### src/rtl/rsa_loader_pkg.sv
// Shared types and constants for the RSA operand loader and its ASCII decoder.
package rsa_loader_pkg;

  typedef enum logic [1:0] {
    ST_LOAD  = 2'd0,
    ST_START = 2'd1,
    ST_WAIT  = 2'd2
  } state_e;

  localparam logic [7:0] ASCII_SPACE = 8'h20;
  localparam logic [7:0] ASCII_CR    = 8'h0D;
  localparam logic [7:0] ASCII_LF    = 8'h0A;
  localparam logic [7:0] ASCII_UC_R  = 8'h52;
  localparam logic [7:0] ASCII_LC_R  = 8'h72;

  localparam logic [1:0] OP_M = 2'd0;
  localparam logic [1:0] OP_E = 2'd1;
  localparam logic [1:0] OP_N = 2'd2;

  // Classification of one received byte.
  typedef struct packed {
    logic       is_hex;
    logic       is_ws;
    logic       is_abort;
    logic [3:0] nibble;
  } hex_class_t;

endpackage

### src/rtl/hex_ascii_decode.sv
// Combinational ASCII byte classifier: hex digit value, whitespace, abort key.
module hex_ascii_decode
  import rsa_loader_pkg::*;
(
  input  logic [7:0] data_i,
  output hex_class_t class_c
);

  always_comb begin
    class_c = '0;
    if (data_i >= 8'h30 && data_i <= 8'h39) begin
      class_c.is_hex = 1'b1;
      class_c.nibble = 4'(data_i - 8'h30);
    end else if (data_i >= 8'h41 && data_i <= 8'h46) begin
      class_c.is_hex = 1'b1;
      class_c.nibble = 4'(data_i - 8'h37);
    end else if (data_i >= 8'h61 && data_i <= 8'h66) begin
      class_c.is_hex = 1'b1;
      class_c.nibble = 4'(data_i - 8'h57);
    end else if (data_i == ASCII_SPACE || data_i == ASCII_CR || data_i == ASCII_LF) begin
      class_c.is_ws = 1'b1;
    end else if (data_i == ASCII_UC_R || data_i == ASCII_LC_R) begin
      class_c.is_abort = 1'b1;
    end
  end

endmodule

### src/rtl/rsa_operand_loader.sv
// Assembles M, E, N from an ASCII hex byte stream and hands them to the RSA core.
module rsa_operand_loader
  import rsa_loader_pkg::*;
#(
  parameter  int unsigned WIDTH  = 32,
  localparam int unsigned DIGITS = WIDTH / 4,
  localparam int unsigned CNT_W  = $clog2(DIGITS + 1)
) (
  input  logic             clk,
  input  logic             resetn,
  input  logic             rx_valid,
  input  logic [7:0]       rx_data,
  input  logic             rx_break,
  input  logic             core_done,
  output logic [WIDTH-1:0] op_m,
  output logic [WIDTH-1:0] op_e,
  output logic [WIDTH-1:0] op_n,
  output logic             core_start,
  output logic             busy,
  output logic             err,
  output logic [1:0]       op_idx,
  output logic [CNT_W-1:0] digit_cnt
);

  hex_class_t cls_c;

  state_e           state_q, state_d;
  logic [WIDTH-1:0] op_m_q, op_m_d, op_e_q, op_e_d, op_n_q, op_n_d;
  logic [WIDTH-1:0] sel_op, shifted;
  logic             core_start_q, core_start_d;
  logic             busy_q, busy_d;
  logic             err_q, err_d;
  logic [1:0]       op_idx_q, op_idx_d;
  logic [CNT_W-1:0] digit_cnt_q, digit_cnt_d;

  hex_ascii_decode u_dec (
    .data_i  (rx_data),
    .class_c (cls_c)
  );

  always_ff @(posedge clk) begin
    if (!resetn) begin
      state_q      <= ST_LOAD;
      op_m_q       <= '0;
      op_e_q       <= '0;
      op_n_q       <= '0;
      core_start_q <= 1'b0;
      busy_q       <= 1'b0;
      err_q        <= 1'b0;
      op_idx_q     <= OP_M;
      digit_cnt_q  <= '0;
    end else begin
      state_q      <= state_d;
      op_m_q       <= op_m_d;
      op_e_q       <= op_e_d;
      op_n_q       <= op_n_d;
      core_start_q <= core_start_d;
      busy_q       <= busy_d;
      err_q        <= err_d;
      op_idx_q     <= op_idx_d;
      digit_cnt_q  <= digit_cnt_d;
    end
  end

  always_comb begin
    case (op_idx_q)
      OP_M:    sel_op = op_m_q;
      OP_E:    sel_op = op_e_q;
      default: sel_op = op_n_q;
    endcase
    shifted = {sel_op[WIDTH-5:0], cls_c.nibble};
  end

  always_comb begin
    state_d     = state_q;
    op_m_d      = op_m_q;
    op_e_d      = op_e_q;
    op_n_d      = op_n_q;
    err_d       = err_q;
    op_idx_d    = op_idx_q;
    digit_cnt_d = digit_cnt_q;

    case (state_q)
      ST_LOAD: begin
        // Abort wipes the partial entry; an illegal byte also flags err.
        if (rx_break || (rx_valid && !cls_c.is_hex && !cls_c.is_ws)) begin
          if (!rx_break && !cls_c.is_abort) err_d = 1'b1;
          op_m_d      = '0;
          op_e_d      = '0;
          op_n_d      = '0;
          op_idx_d    = OP_M;
          digit_cnt_d = '0;
        end else if (rx_valid && cls_c.is_hex) begin
          if (op_idx_q == OP_M && digit_cnt_q == '0) err_d = 1'b0;
          case (op_idx_q)
            OP_M:    op_m_d = shifted;
            OP_E:    op_e_d = shifted;
            default: op_n_d = shifted;
          endcase
          if (digit_cnt_q == CNT_W'(DIGITS - 1)) begin
            digit_cnt_d = '0;
            if (op_idx_q == OP_N) state_d = ST_START;
            else                  op_idx_d = op_idx_q + 2'd1;
          end else begin
            digit_cnt_d = digit_cnt_q + CNT_W'(1);
          end
        end
      end
      ST_START: begin
        if (rx_valid) err_d = 1'b1;
        state_d = ST_WAIT;
      end
      ST_WAIT: begin
        if (rx_valid) err_d = 1'b1;
        if (core_done) begin
          state_d     = ST_LOAD;
          op_idx_d    = OP_M;
          digit_cnt_d = '0;
        end
      end
      default: state_d = ST_LOAD;
    endcase

    core_start_d = (state_d == ST_START);
    busy_d       = (state_d != ST_LOAD);
  end

  assign op_m       = op_m_q;
  assign op_e       = op_e_q;
  assign op_n       = op_n_q;
  assign core_start = core_start_q;
  assign busy       = busy_q;
  assign err        = err_q;
  assign op_idx     = op_idx_q;
  assign digit_cnt  = digit_cnt_q;

endmodule

### config.mk
export PLATFORM = sky130hd
export DESIGN_NAME = rsa_operand_loader
export DESIGN_NICKNAME = d
export VERILOG_FILES = /design/src/rtl/rsa_loader_pkg.sv /design/src/rtl/hex_ascii_decode.sv /design/src/rtl/rsa_operand_loader.sv
export SDC_FILE = /design/constraint.sdc
export NUM_CORES = 1
export LEC_CHECK = 0
export BUFFER_PORTS_ARGS = -buffer_cell sky130_fd_sc_hd__buf_4
export CAP_MARGIN = 20
export CORE_ASPECT_RATIO = 0.8
export CORE_MARGIN = 3
export CORE_UTILIZATION = 48
export DETAILED_ROUTE_END_ITERATION = 10
export HOLD_SLACK_MARGIN = 0.08
export PLACE_DENSITY = 0.79
export SETUP_SLACK_MARGIN = 0.15
export SLEW_MARGIN = 20
export SYNTH_ARGS = -nofsm -noshare
export SYNTH_HDL_FRONTEND = slang
export SYNTH_SLANG_ARGS = --single-unit
### constraint.sdc
create_clock -name clk -period 2.1 [get_ports clk]
set_input_delay 0.105 -clock clk [delete_from_list [all_inputs] [get_ports clk]]
set_output_delay 0.105 -clock clk [all_outputs]
set_load 0.1 [all_outputs]
==> out/metrics.yaml, run 1 <==
die_area_um2: 11310
hold_viol: 0
syn_avg_cell_area_um2: 8.246
crit_chain: "buf_4 -> or4b_4 -> a311oi_4 -> buf_4 -> o21ai_2 -> and3_1 -> or4_1 -> o221a_1"
endpoint_kind: "flip-flop"
netlist_area_um2: 4832
coreArea_um2: 9729
drive_gt1_frac: 0.2896
place_inst: 821
stdcell_area_um2: 6455
ys_seq_area_frac: 0.4433
pwr-share-comb: 0.085
cp_data_required_time_ns: 2.34
grtUsageTotal: 0.2411
syn_nets: 612
n_antenna_cell: 0
rows: 32
nets: 722
start_util: 0.4967
layout.cells.non_filler: 837
rrSetupSlack_ns: 0.29
hp-class: "input pin to flip-flop"
cts.sinks: 107
hold_buffers: 0
h-tree-depth: 3
crit_start: "rx_data[4]"
power.switching_uw: 1002
ys_types: 53
cp.arrival_ns: 2.23
power.share.switching: 0.2367
drtIter0Drc: 478
cts_buffers: 9
min_period_ns: 1.988
fill_cells: 798
crit_family: "simple AND/OR/NAND/NOR gates"
syn_inst: 586
p_clk_frac: 0.435
power.density_nw_per_um2: 656.0
vias: 4869
die_h_um: 95.74
ys_ff_latch: 107
viasPerCell: 5.817
clock_latency_ns: 0.35
routed_wl_um: 14190
relSlewSlack: 0.6346
drc: 0
maxSlewViolCount: 0
place_congestion: 0.8749
maxCapViolations: 0
crit_fanout: 4
finClkSkew_ns: 0.01612
worst-path-stages: 8
grt_pass1_wl_um: 22020
p_seq_frac: 0.480
ir_drop_mv: 0.5805
cts_max_path_buffers: 2
critPathMaxStageDelay_ns: 0.57
slowest_stage: "or4b_4"
routedWlPerCell_um: 16.96
crit_top_cell: "buf_4"
path_clk_slew_ns: 0.08
synthFlopType: "dfxtp_1"
start_kind: "input pin"
crit_type: "input pin to flip-flop"
post-route-util: 0.6635
power_leakage_uw: 0.002671
internal_power_uw: 3232
synth_warnings: 0
setup_ws_ns: 0.1125
first_pass_iters: 5
postPlaceCellArea_um2: 6073
cts_root_buf: "clkbuf_16"
gr-total-overflow: 0
grt_max_degree: 127
io_buffers: 117
critPathBufInv: 2
crit_end: "err"
dp_slack_ns: -0.2238
antenna_found_initial: 0
regArea_um2: 2152
multi_input_area_um2: 2527
tritoncts: "yes"
place_hpwl_um: 9660
io-pin-count: 118
synth_edf_count: 0
finalPower_uw: 4235
ant_nets: 0
rr_startpoint: "op_idx[0]"
rsz0062_at_grt: "yes"
dieWidth_um: 118.2
tightest_slew_ns: 0.5482
async_flop_share: 0
syn2layout_area_growth_pct: 33.58
r2r-end: "op_m[18]"
reg2regPathDepth: 8
grt_pass1_vias: 4439
fmax_mhz: 503.1
setup-violations-final: 0
finalCritPeriodShare: 0.9464
status: "finished, final reports clean"
-- cells in the final DEF, fill, tap and decap left out, types with 2 or more instances in the layout --
cell type	n
buf_4	141
nand3_1	122
dfxtp_1	103
nand2_1	72
o21ai_0	66
o21ai_1	37
a22oi_1	28
inv_1	11
nand3_2	10
ha_1	10
clkbuf_16	9
a21oi_1	7
buf_12	7
nand2b_1	4
nor2_1	4
nor2b_1	3
nand3b_1	3
nand4b_1	3
nor3_1	3
mux2i_1	3
or3_1	2
o41ai_4	2
o21ai_4	2
nor2_2	2
nor4_1	2
o211ai_1	2
a31oi_1	2
ha_4	2
bufinv_16	2
dfxtp_2	2
dfxtp_4	2
-- power by group through the flow --
| stage | logic, uW | registers, uW | clock network, uW |
|---|---|---|---|
| finish | 359 | 2030 | 1840 |
| floorplan | 201 | 2110 | 0 |
| CTS | 346 | 2030 | 1850 |
| global route | 381 | 2030 | 1940 |
| detailed placement | 346 | 2080 | 0 |
| global placement | 339 | 2080 | 0 |
-- per-layer routing --
metal	vias to the layer above	global-route usage	part of all wire
li1	2332	-	-
met1	2320	0.3090	0.44
met2	199	0.3999	0.47
met3	18	0.07286	0.082
met4	0	0.06634	0.012
met5	-	0	0
-- kinds of logic after synthesis --
logic type,after synthesis,share of synthesized area
AO/OA/AOI/OAI,162,0.2128
adder cells (fa/ha/maj),13,0.03366
buffers and inverters,63,0.06396
flip-flops,107,0.4433
multiplexers,4,0.008286
AND/OR/NAND/NOR,237,0.2380
-- worst register-to-register path: stages (launching register included) --
cell	delay, ns
dfxtp_4	0.37
inv_1	0.07
ha_1	0.26
nor2_2	0.19
buf_8	0.24
nand2_1	0.09
nand2_1	0.09
nand3_1	0.14
o21ai_0	0.27
-- synthesized netlist by cell type (2+ instances only) --
library cell	count	share of area
buf_6	2	0.0047
a22oi_1	28	0.044
mux2i_1	4	0.0083
a21oi_1	7	0.0072
nand3_1	132	0.14
nand3b_1	3	0.0047
buf_2	16	0.017
dfxtp_1	107	0.44
nor3_1	3	0.0031
buf_4	4	0.0062
a31oi_1	2	0.0026
ha_1	13	0.034
or3_1	2	0.0026
clkbuf_2	2	0.0021
buf_1	2	0.0016
o21ai_0	95	0.098
clkbuf_1	22	0.017
nand2b_1	4	0.0052
nand4b_1	3	0.0054
nor4_1	2	0.0026
o211ai_1	2	0.0031
clkbuf_8	2	0.0057
o21ai_1	8	0.0083
o21ai_4	2	0.0067
nor2_1	6	0.0047
nor2b_1	3	0.0039
nand2_1	72	0.056
inv_1	13	0.010
-- how the worst min path moves through the flow --
stage	cells past startpoint	slack, ns	from	end
5_1_grt	3	0.13	resetn	op_n[2]
3_5_place_dp	2	0.46	op_n[30]	op_n[30]
6_report	4	0.12	rx_break	digit_cnt[0]
4_1_cts	4	0.11	rx_break	digit_cnt[0]
3_3_place_gp	2	0.45	op_n[28]	op_n[28]
2_1_floorplan	2	0.30	resetn	state_q[1]
-- layout make-up --
cell class,instances,area share
clock inverters,5,0.01318
clock buffers,11,0.03760
repair buffers,149,0.1880
multi-input cells,416,0.3915
well taps,136,0.02636
inverters,13,0.009886
flip-flops and latches,107,0.3334
-- sequential cells by signal, indices dropped and copies added, names as in the netlist --
name	flops
busy	1
core_start	1
digit_cnt	4
err	1
op_e	32
op_idx	2
op_m	32
op_n	32
state_q	2
-- through the flow --
step | setup TNS (ns) | hold slack (ns)
after floorplan | -0.002561 | 0.3027
after global placement | -5.885 | 0.4528
after detailed placement | -12.03 | 0.4598
after CTS | 0 | 0.1128
after global routing | 0 | 0.1259
final | 0 | 0.1197
-- timing repair --
action | 4_1_cts | 5_1_grt
setup buffers | 0 | 0
resized for setup | 0 | 10
setup endpoints to repair | 1 | 72
pin swaps | 0 | 1
Note: power is estimated with default switching activity, not from simulation.
==> run 2: changes to the inputs <==
Settings changed: CORE_UTILIZATION 48 to 49, SYNTH_HIERARCHICAL set to 1.
==> run 2 against run 1 <==
Design area rose by 9.0%; highest routed layer unchanged; largest power group unchanged; non-clock buffer count rose by 14; combinational power rose by 38%.
==> out/metrics.yaml, run 2 <==
fill_cells: 775  # -2.9%
n_antenna_cell: 0  # unchanged
h-tree-depth: 3  # unchanged
ys_seq_area_frac: 0.4176  # -0.02573
cp.arrival_ns: 2.25  # +0.02 ns
tritoncts: "yes"
start_util: 0.5166  # +0.01998
cp_data_required_time_ns: 2.37  # +0.03 ns
syn_avg_cell_area_um2: 9.226  # +12%
antenna_found_initial: 0  # unchanged
hold_viol: 0  # unchanged
synthFlopType: "dfxtp_1"
relSlewSlack: 0.6156  # -0.01899
syn_inst: 556  # -5.1%
post-route-util: 0.7085  # +0.04509
crit_end: "op_m[1]"
ys_ff_latch: 107  # unchanged
first_pass_iters: 5  # unchanged
maxSlewViolCount: 0  # unchanged
r2r-end: "op_n[6]"
die_area_um2: 11740  # +3.8%
die_h_um: 97.52  # +1.9%
layout_commonest_cell: "buf_4"
finalCritPeriodShare: 0.9459  # about the same
grt_pass1_wl_um: 23610  # +7.2%
rr_startpoint: "state_q[1]"
io-pin-count: 118  # unchanged
crit_start: "rx_data[3]"
synth_edf_count: 0  # unchanged
grt_pass1_vias: 4687  # +5.6%
start_kind: "input pin"
path_clk_slew_ns: 0.07  # about the same
critPathMaxStageDelay_ns: 0.53  # -0.04 ns
cts.sinks: 107  # unchanged
synth_most_common_cell: "nand2_1"
io_buffers: 117  # unchanged
drtIter0Drc: 405  # -15%
crit_chain: "buf_6 -> or4b_4 -> a311oi_2 -> or2_4 -> nor3b_2 -> buf_4 -> nor3_4 -> buf_12 -> clkbuf_16 -> nand2_4 -> mux2i_1"
status: "finished, final reports clean"
netlist_area_um2: 5130  # +6.2%
fmax_mhz: 503.4  # about the same
routed_wl_um: 15960  # +12%
endpoint_kind: "flip-flop"
grtUsageTotal: 0.2465  # +0.005348
reg2regPathDepth: 7  # -1
grt_max_degree: 40  # -69%
vias: 4900  # +0.64%
dieWidth_um: 120.4  # +1.9%
viasPerCell: 5.889  # +1.2%
nets: 717  # -0.69%
yosys-top-cells-area: "dfxtp_1 42%, mux2i_1 13%, nand2_1 7.9%"
drive_gt1_frac: 0.3333  # +0.04375
cts_buffers: 9  # unchanged
slowest_stage: "or4b_4"
mostFrequentLayoutCells: "143 x buf_4, 102 x dfxtp_1, 91 x nand2_1"
cts_root_buf: "clkbuf_16"
crit_fanout: 8  # +4
ant_nets: 0  # unchanged
cts_max_path_buffers: 2  # unchanged
rsz0062_at_grt: "yes"
syn_nets: 582  # -4.9%
synth_warnings: 6  # +6
hp-class: "input pin to flip-flop"
ys_types: 55  # +3.8%
rrSetupSlack_ns: 0.22  # -0.07 ns
synth_top_area_share: 0.4176  # -0.02573
rows: 32  # unchanged
maxCapViolations: 0  # unchanged
syn2layout_area_growth_pct: 37.15
coreArea_um2: 9930  # +2.1%
ir_drop_mv: 0.5294  # -8.8%
place_hpwl_um: 10150  # +5.0%
finClkSkew_ns: 0.005996  # -0.01013 ns
setup_tns_ns: 0  # unchanged
power.density_nw_per_um2: 604.3  # -7.9%
place_congestion: 0.9009  # +3.0%
min_period_ns: 1.986  # -0.001201 ns
tightest_slew_ns: 0.5760  # +0.02787 ns
setup-violations-final: 0  # unchanged
routedWlPerCell_um: 19.18  # +13%
async_flop_share: 0  # unchanged
hold_buffers: 0  # unchanged
drc: 0  # unchanged
clock_latency_ns: 0.35  # about the same
synth_top_area_cell: "dfxtp_1"
crit_type: "input pin to flip-flop"
synth_common_cells: "108 x nand2_1, 107 x dfxtp_1, 68 x mux2i_1, 34 x nor2_1, 31 x a21o_1"
gr-total-overflow: 0  # unchanged
power_leakage_uw: 0.003294  # +23%
run 2: cell count changes after synthesis, sizes merged, moves of 27 or more:
cell and delta:
a21o +31, o21ai -99, a22o +29, nand3 -126, nor2 +29, a22oi -27
mux2i +64, nand2 +36, a32oi +29
run 2: logic make-up after synthesis:
logic type	share of synthesized area
flip-flops	0.4176
adder cells (fa/ha/maj)	0.03171
buffers and inverters	0.04853
AND/OR/NAND/NOR	0.1744
multiplexers	0.1327
AO/OA/AOI/OAI	0.1951
run 2: critical path, delay by kind of cell:
family	cells	cell delay, ns
AO/OA/AOI/OAI	1	0.30
buffers and inverters	4	0.58
multiplexers	1	0.17
AND/OR/NAND/NOR	5	1.08
run 2: layout make-up:
class,count,area (um^2),share of cell area
Tap cell,136,170.2,0.02419
Inverter,15,56.30,0.008003
Clock buffer,9,225.2,0.03201
Sequential cell,107,2153,0.3061
Multi-Input combinational cell,395,2929,0.4163
Clock inverter,7,77.57,0.01103
Timing Repair Buffer,163,1424,0.2024
run 2: timing repair:
| action | 4_1_cts | 5_1_grt |
|---|---|---|
| gates resized for setup | 0 | 40 |
| hold endpoints to repair | 0 | 0 |
| setup endpoints to repair | 0 | 101 |
| setup buffers | 0 | 5 |
run 2: how the worst min path moves through the flow:
| stage | from | to | cells after the start |
|---|---|---|---|
| 2_1_floorplan | resetn | state_q[1] | 2 |
| 3_3_place_gp | op_e[28] | op_e[28] | 2 |
| 3_5_place_dp | op_m[29] | op_m[29] | 2 |
| 4_1_cts | core_done | state_q[0] | 4 |
| 5_1_grt | core_done | state_q[0] | 4 |
| 6_report | core_done | state_q[0] | 4 |
run 2: through the flow:
step	hold slack [ns]	setup slack [ns]	total power [uW]	cell area, um^2	cells
5_1_grt	0.2086	0.05415	4363	7036	832
2_1_floorplan	0.2772	0.08282	2361	5224	556
3_3_place_gp	0.4458	-0.08369	2500	6402	805
3_5_place_dp	0.4539	-0.1699	2507	6402	805
6_report	0.1667	0.1137	4252	7036	832
4_1_cts	0.1496	0.1676	4196	6705	821
run 2: metal layers:
metal  track usage  up-vias  part of all wire
li1              -     2265                 -
met1        0.3355     2373              0.42
met2        0.3903      235              0.47
met3       0.06170       27             0.090
met4       0.06533        0             0.016
met5             0        -                 0
run 2: power breakdown:
part	total [uW]	internal [uW]	switching (uW)
clock network	1720	933	785
logic	497	192	305
registers	2040	2030	5.56
total	4250	3160	1100
==> run 3: changes to the inputs <==
Settings changed: CORE_UTILIZATION 49 to 45, PLACE_DENSITY 0.79 to 0.74.
==> run 3 against run 2 <==
Final cell count up 0.84%; fmax up 4.8%; design area down 0.50%; first-iteration DRC count up 3.7%; non-clock buffer count down 1; largest cell class unchanged; clock power up 9%; register-to-register slack better by 0.02 ns; sequential cell count unchanged; sequential share of layout area up 0.15 points; highest routed layer unchanged; routed wire length down 2.8%; die area up 8.4%.
==> out/metrics.yaml, run 3 (synthesis gave the netlist of run 2 again) <==
hold_buffers: 0  # unchanged
reg2regPathDepth: 8  # +1
tritoncts: "yes"
routed_wl_um: 15510  # -2.8%
crit_type: "input pin to flip-flop"
finalPower_uw: 4405  # +3.6%
viasPerCell: 5.825  # -1.1%
rr_startpoint: "op_idx[0]"
crit_top_cell: "buf_12"
clock_latency_ns: 0.35  # about the same
start_kind: "input pin"
finClkSkew_ns: 0.006247  # +0.0002514 ns
cts_max_path_buffers: 2  # unchanged
relSlewSlack: 0.6912  # +0.07561
setup-violations-final: 0  # unchanged
grtUsageTotal: 0.2360  # -0.01044
finalCritPeriodShare: 0.9026  # -0.04322
cp.arrival_ns: 2.16  # -0.09 ns
post-route-util: 0.6354  # -0.07318
die_area_um2: 12730  # +8.4%
rsz0062_at_grt: "yes"
mostFrequentLayoutCells: "147 x buf_4, 108 x nand2_1, 102 x dfxtp_1"
crit_start: "rx_data[1]"
grt_pass1_vias: 4849  # +3.5%
ant_nets: 0  # unchanged
gr-total-overflow: 0  # unchanged
ir_drop_mv: 0.3864  # -27%
r2r-end: "op_m[8]"
die_h_um: 101.5  # +4.1%
cts.sinks: 107  # unchanged
critPathMaxStageDelay_ns: 0.44  # -0.09 ns
io-pin-count: 118  # unchanged
slowest_stage: "a2111oi_4"
dieWidth_um: 125.4  # +4.1%
drc: 0  # unchanged
coreArea_um2: 11020  # +11%
syn2layout_area_growth_pct: 36.46
hold_viol: 0  # unchanged
start_util: 0.4656  # -0.05104
io_buffers: 117  # unchanged
vias: 4887  # -0.27%
rrSetupSlack_ns: 0.24  # +0.02 ns
antenna_found_initial: 0  # unchanged
place_congestion: 0.8335  # -7.5%
power.density_nw_per_um2: 629.2  # +4.1%
status: "finished, final reports clean"
power_leakage_uw: 0.003210  # -2.6%
nets: 716  # -0.14%
tightest_slew_ns: 0.4632  # -0.1128 ns
maxSlewViolCount: 0  # unchanged
drtIter0Drc: 420  # +3.7%
grt_max_degree: 45  # +13%
place_hpwl_um: 10480  # +3.3%
routedWlPerCell_um: 18.48  # -3.6%
drive_gt1_frac: 0.3065  # -0.02686
cts_buffers: 9  # unchanged
endpoint_kind: "flip-flop"
n_antenna_cell: 0  # unchanged
crit_fanout: 8  # unchanged
cts_root_buf: "clkbuf_16"
h-tree-depth: 3  # unchanged
crit_chain: "buf_8 -> inv_6 -> ha_4 -> and4bb_2 -> a31oi_4 -> a2111oi_4 -> nor2_4 -> o21a_1 -> o21ai_4 -> buf_12 -> buf_12 -> mux2i_1"
path_clk_slew_ns: 0.07  # about the same
grt_pass1_wl_um: 24630  # +4.3%
min_period_ns: 1.896  # -0.09077 ns
cp_data_required_time_ns: 2.37  # about the same
crit_end: "op_m[8]"
fmax_mhz: 527.6  # +4.8%
hp-class: "input pin to flip-flop"
fill_cells: 880  # +14%
rows: 34  # +6.3%
first_pass_iters: 5  # unchanged
maxCapViolations: 0  # unchanged
layout_commonest_cell: "buf_4"
==> run 3: cell count changes in the layout (fill, tap and decap cells not counted), sizes merged <==
cell	delta
clkinv	-2
bufinv	+1
inv	-1
clkinvlp	-1
clkbuf	+2
==> run 3: power breakdown <==
group | switching (uW) | total (uW) | internal [uW]
Sequential | 5.78 | 2040 | 2030
Combinational | 296 | 486 | 191
Clock | 734 | 1880 | 1150
==> run 3: worst min-delay path by stage <==
stage	start	endpoint	depth (start not counted)
floorplan	resetn	state_q[1]	2
global placement	op_m[31]	op_m[31]	2
detailed placement	op_m[28]	op_m[28]	2
CTS	core_done	state_q[0]	4
global route	core_done	state_q[0]	4
finish	core_done	state_q[0]	4
==> run 3: repair_timing <==
item,CTS,global route
endpoints found under the setup margin,0,89
setup buffers,0,4
resized for setup,0,25
==> run 3: layout make-up <==
class                   instances  area, um^2  area share
inverters                      15       63.81    0.009115
repair buffers                162        1379      0.1970
clock inverters                 4       70.07     0.01001
well taps                     144       180.2     0.02574
flip-flops and latches        107        2153      0.3076
multi-input cells             395        2887      0.4123
clock buffers                  12       267.8     0.03825
==> run 3: per-layer routing <==
metal	vias to the layer above	global-route usage	part of all wire
met5	-	0	0
met4	0	0.05167	0.013
met3	26	0.06168	0.076
met2	219	0.3982	0.47
met1	2377	0.3087	0.44
li1	2265	-	-
==> run 3: per-stage QoR <==
stage | instances | worst slack [ns] | TNS, ns | hold WS [ns] | instance area (um^2)
3_5_place_dp | 816 | -0.1883 | -9.682 | 0.4530 | 6435
6_report | 839 | 0.2045 | 0 | 0.1630 | 7000
3_3_place_gp | 816 | -0.07507 | -2.920 | 0.4490 | 6435
4_1_cts | 832 | 0.1555 | 0 | 0.1551 | 6773
2_1_floorplan | 556 | 0.08282 | 0 | 0.2772 | 5224
5_1_grt | 839 | 0.1144 | 0 | 0.1703 | 7000
==> run 3: worst max-delay path: cells and delay by family <==
family | cells | cell delay, ns
AOI/OAI and AO/OA | 4 | 0.91
adders and majority gates | 1 | 0.14
and+or+nand+nor | 2 | 0.33
muxes | 1 | 0.20
buffers and inverters | 4 | 0.46
